**config.mk**
```make
export PLATFORM = sky130hd
export DESIGN_NAME = scale_mux_arb
export DESIGN_NICKNAME = d
export VERILOG_FILES = /design/src/rtl/scale_mux_arb.sv
export SDC_FILE = /design/constraint.sdc
export NUM_CORES = 1
export LEC_CHECK = 0
export ABC_CLOCK_PERIOD_IN_PS = 2650
export BUFFER_PORTS_ARGS = -buffer_cell sky130_fd_sc_hd__buf_2
export CORE_UTILIZATION = 40
export CTS_CLUSTER_DIAMETER = 150
export DETAILED_ROUTE_END_ITERATION = 6
export GPL_TIMING_DRIVEN = 0
export PLACE_DENSITY_LB_ADDON = 0.2
export REMOVE_ABC_BUFFERS = 1
export SLEW_MARGIN = 15
export SYNTH_ARGS = -nofsm -noshare
export SYNTH_HDL_FRONTEND = slang
export SYNTH_SLANG_ARGS = --single-unit
export TNS_END_PERCENT = 30
```
**constraint.sdc**
```tcl
create_clock -name clk -period 2.65 [get_ports clk]
set_clock_uncertainty 0.1 [all_clocks]
set_input_delay 0.1325 -clock clk [delete_from_list [all_inputs] [get_ports clk]]
set_output_delay 0.1325 -clock clk [all_outputs]
set_load 0.1 [all_outputs]
```
**src/rtl/scale_mux_arb.sv**
```systemverilog
// rtl/scale_mux_arb.sv - two-channel buffered round-robin input stage for a 2:1 scale mux
module scale_mux_arb #(
  parameter int WIDTH = 8,
  parameter int CNT_W = 8
) (
  input  logic             clk,
  input  logic             rst_n,
  input  logic             a_valid,
  input  logic [WIDTH-1:0] a_data,
  output logic             a_ready,
  input  logic             b_valid,
  input  logic [WIDTH-1:0] b_data,
  output logic             b_ready,
  output logic [WIDTH-1:0] mux_a,
  output logic [WIDTH-1:0] mux_b,
  output logic             sel_a,
  output logic             out_valid,
  input  logic             out_ready,
  output logic [CNT_W-1:0] a_cnt,
  output logic [CNT_W-1:0] b_cnt
);

  typedef enum logic [1:0] {IDLE, OFFER_A, OFFER_B} state_t;

  state_t           state;
  state_t           state_nx;
  logic             a_full;
  logic             b_full;
  logic [WIDTH-1:0] a_buf;
  logic [WIDTH-1:0] b_buf;
  logic             last_b;
  logic             sel_q;

  logic fire;
  logic a_load;
  logic b_load;
  logic a_clr;
  logic b_clr;
  logic a_full_nx;
  logic b_full_nx;
  logic last_b_nx;

  // Ready is a pure register decode so upstream never sees a path from out_ready.
  assign a_ready   = !a_full;
  assign b_ready   = !b_full;
  assign mux_a     = a_buf;
  assign mux_b     = b_buf;
  assign out_valid = (state != IDLE);
  // Select follows the offered channel; in IDLE it keeps the last grant.
  assign sel_a     = (state == OFFER_A) ? 1'b1 :
                     (state == OFFER_B) ? 1'b0 : sel_q;

  assign fire      = out_valid && out_ready;
  assign a_clr     = fire && (state == OFFER_A);
  assign b_clr     = fire && (state == OFFER_B);
  assign a_load    = a_valid && !a_full;
  assign b_load    = b_valid && !b_full;
  // A load can only happen into an empty buffer, and a clear only on a full one,
  // so the two never target the same buffer in one edge.
  assign a_full_nx = a_load || (a_full && !a_clr);
  assign b_full_nx = b_load || (b_full && !b_clr);
  assign last_b_nx = a_clr ? 1'b0 : (b_clr ? 1'b1 : last_b);

  // State register.
  always_ff @(posedge clk or negedge rst_n) begin
    if (!rst_n) begin
      state <= IDLE;
      sel_q <= 1'b0;
    end else begin
      state <= state_nx;
      sel_q <= sel_a;
    end
  end

  // Next grant decided from post-edge buffer status; an unaccepted offer is held.
  always_comb begin
    state_nx = state;
    if ((state == IDLE) || fire) begin
      if (a_full_nx && b_full_nx) begin
        state_nx = last_b_nx ? OFFER_A : OFFER_B;
      end else if (a_full_nx) begin
        state_nx = OFFER_A;
      end else if (b_full_nx) begin
        state_nx = OFFER_B;
      end else begin
        state_nx = IDLE;
      end
    end
  end

  // Single-entry buffers and the last-served pointer (B after reset so A wins the first tie).
  always_ff @(posedge clk or negedge rst_n) begin
    if (!rst_n) begin
      a_full <= 1'b0;
      b_full <= 1'b0;
      a_buf  <= '0;
      b_buf  <= '0;
      last_b <= 1'b1;
    end else begin
      a_full <= a_full_nx;
      b_full <= b_full_nx;
      last_b <= last_b_nx;
      if (a_load) a_buf <= a_data;
      if (b_load) b_buf <= b_data;
    end
  end

  // Saturating per-channel transfer counters.
  always_ff @(posedge clk or negedge rst_n) begin
    if (!rst_n) begin
      a_cnt <= '0;
      b_cnt <= '0;
    end else begin
      if (a_clr && (a_cnt != {CNT_W{1'b1}})) a_cnt <= a_cnt + CNT_W'(1);
      if (b_clr && (b_cnt != {CNT_W{1'b1}})) b_cnt <= b_cnt + CNT_W'(1);
    end
  end

endmodule

```
==> impl_results.md <==
* Status: complete, no violations
* Port buffer count at 56
* Routability cong. at 0.793
* Largest family of logic cells by synthesized area: simple AND/OR/NAND/NOR gates
* Largest net degree at the start of global routing at 39
* CTS Buf Count at 5
* Reg-to-reg endpoint: b_cnt[4]
* # IOs at 57
* Nets at 243
* Worst Tran Pin Value at 0.821 ns
* Clk Latency, worst-skew pair at 0.28 ns
* Die X at 67.7 um
* DRC viols at 0
* Post-synth ARST share at 1.00
* Die H at 67.7 um
* Crit-path leading delay family: flip-flops
* Slowest cell delay on critical path at 0.50 ns
* Hold EP: a_full
* Tmin final at 1.78 ns
* Hold Fails Final Rpt at 0
* R2r startpoint: state[0]
* Reg clk slew, reported paths at 0.07 ns
* CTS sink count at 38
* Fmax at 0.561 GHz
* Global-route wire length before repair at 5.55 mm
* Startpoint Class: flip-flop
* Gr usage total at 0.167
* Syn avg cell area at 12.1 um2
* Final-report setup violation count at 0
* Max-slew headroom at the worst pin at 0.453
* Setup slack, reg-to-reg at 0.87 ns
* Slew Viols, Final at 0
* Setup CP Type: reg -> out
* CP arrival at 1.55 ns
* Post-synthesis simple-gate area fraction at 0.147
* Root buf cell: clkbuf_8
* Post-synthesis compound-gate area fraction at 0.0819
* Initial antenna violation count at 0
* Seq/Total Area, Yosys at 0.551
* #FFs+latches synth at 38
* Syn. warnings at 0
* DRT iter0 DRCs at 47
* Routed WL at 3.67 mm
* CTS tree: built
* Final HPWL DP at 2.49 mm
* Row count at 23
* Clock Tree Buf Depth at 2
* R2R depth at 4
* Hold_sp: a_valid
* Dpl cells at 245
* Unrepaired setup endpoints after global routing: false
* Synth Cell Area at 1730 um2
* Total gr overflow at 0
* Via/cell ratio at 5.10
* Final hold slack at 0.0608 ns
* Synth Area in Adders at 0.0145
* Worst-path fanout max at 9
* Clock H-tree levels at 2
* Worst min path class: in -> reg
* Drt first pass iters at 4
* Wire per inst at 13.5 um
* Hold depth at 3
* Initial core utilization at 0.423
* Die Area at 4580 um2
* Predominant post-synthesis flop cell: dfrtp_1
* Post-synth EDFFs at 0
* Vias in the first global route at 1334
* Share of cells above drive strength 1 at 0.425
* Post-CTS setup buffers at 0
* Final ANT Viol Nets at 0
* Vias at 1382
* # fillers at 357
* Ant. Diodes at 0
* Final Cycle Share at 0.673
* Non-filler cells, final at 271
* Mux cell area share after synthesis at 0.145
* Yosys cell types at 38
* Crit path buf inv count at 1
* Synth Area in XOR/XNOR at 0.0355
* Max cap viols at 0
* CP required at 2.42 ns
* Mapped Cells at 143
* Critical Path Sink Type: output port
* Area growth from synthesis to final layout at 35.3%
* Critical path cell sequence: nor2_1 > o21ai_0 > buf_2
* CORE AREA at 4090 um2
* CP max-delay cell: dfrtp_1
layout make-up:
| cell class | count | area, um2 | area share |
|---|---|---|---|
| multi-input cells | 96 | 732 | 0.313 |
| clock buffers | 8 | 110 | 0.0471 |
| well taps | 50 | 62.6 | 0.0268 |
| inverters | 5 | 18.8 | 0.00803 |
| flip-flops and latches | 38 | 952 | 0.408 |
| repair buffers | 74 | 460 | 0.197 |
metrics by stage:
| step | util | worst slack [ns] | cell area (um2) | setup TNS, ns |
|---|---|---|---|---|
| floorplan | - | -0.421 | 1700 | -0.621 |
| global placement | 0.501 | 0.935 | 2050 | 0 |
| detailed placement | 0.501 | 0.896 | 2050 | 0 |
| CTS | 0.572 | 0.865 | 2340 | 0 |
| global route | 0.572 | 0.768 | 2340 | 0 |
| finish | 0.572 | 0.867 | 2340 | 0 |
worst max-delay path by stage:
stage                         from        to  depth (start not counted)  slack [ns]
after floorplan           state[0]     sel_q                          2       -0.42
after global placement    b_cnt[0]  b_cnt[1]                          4        0.93
after detailed placement  state[0]  b_cnt[4]                          4        0.90
after CTS                 state[0]     sel_a                          3        0.87
after global routing      state[0]     sel_a                          3        0.77
final                     state[0]     sel_a                          3        0.87
worst register-to-register path, cell delays in order (launching register included):
cell and delay, ns:
dfrtp_1 0.48, and3b_1 0.47, and2_4 0.24, nand3_2 0.08, mux2_4 0.30
placed cells by master, fill, tap and decap left out, drive strengths merged, types with 4 or more instances in the layout:
cell type	Yosys	routed
nand3	5	5
clkbuf	2	8
mux2	21	21
inv	5	5
nand4	6	6
nand2	14	14
dlygate4sd3	0	18
dfrtp	37	37
xnor2	4	4
nor2	8	8
a21oi	5	5
buf	2	56
o21ai	5	5
what timing repair did:
action | CTS | global route
gates resized for setup | 0 | 0
hold buffers | 18 | 0
endpoints found under the hold margin | 54 | 0
sequential cells by signal (all words and copies together) (netlist names):
register,flops
state,2
a_cnt,8
sel_q,1
b_full,1
a_full,1
mux_a,8
last_b,1
b_cnt,8
mux_b,8
layer usage:
metal,global-route usage,up-vias,wire length (um),part of all wire
met5,0,-,0,0
met4,0.0931,0,108,0.029
met3,0.0456,10,191,0.052
met2,0.302,43,1850,0.50
met1,0.170,677,1520,0.41
li1,-,652,-,-
cell usage after synthesis (3+ instances only):
library cell,number,share of area
nor2b_1,3,0.011
a21oi_1,4,0.012
o21ai_0,5,0.014
a31oi_1,3,0.011
nor2_1,8,0.017
dfrtp_1,37,0.54
inv_1,5,0.011
nand3_1,3,0.0087
nand4_1,6,0.022
xor2_1,3,0.015
nand2_1,14,0.030
mux2_2,20,0.13
xnor2_1,4,0.020
kinds of logic (layout without fill, tap and decap cells):
group,count (synthesis),count (layout)
adder cells (fa/ha/maj),2,2
buffers and inverters,9,87
AND/OR/NAND/NOR,44,44
flip-flops,38,38
XOR/XNOR,7,7
multiplexers,22,22
AO/OA/AOI/OAI,21,21
Power is not shown: default switching activity piles up to over one toggle a cycle in this logic, so the estimate is an artifact.
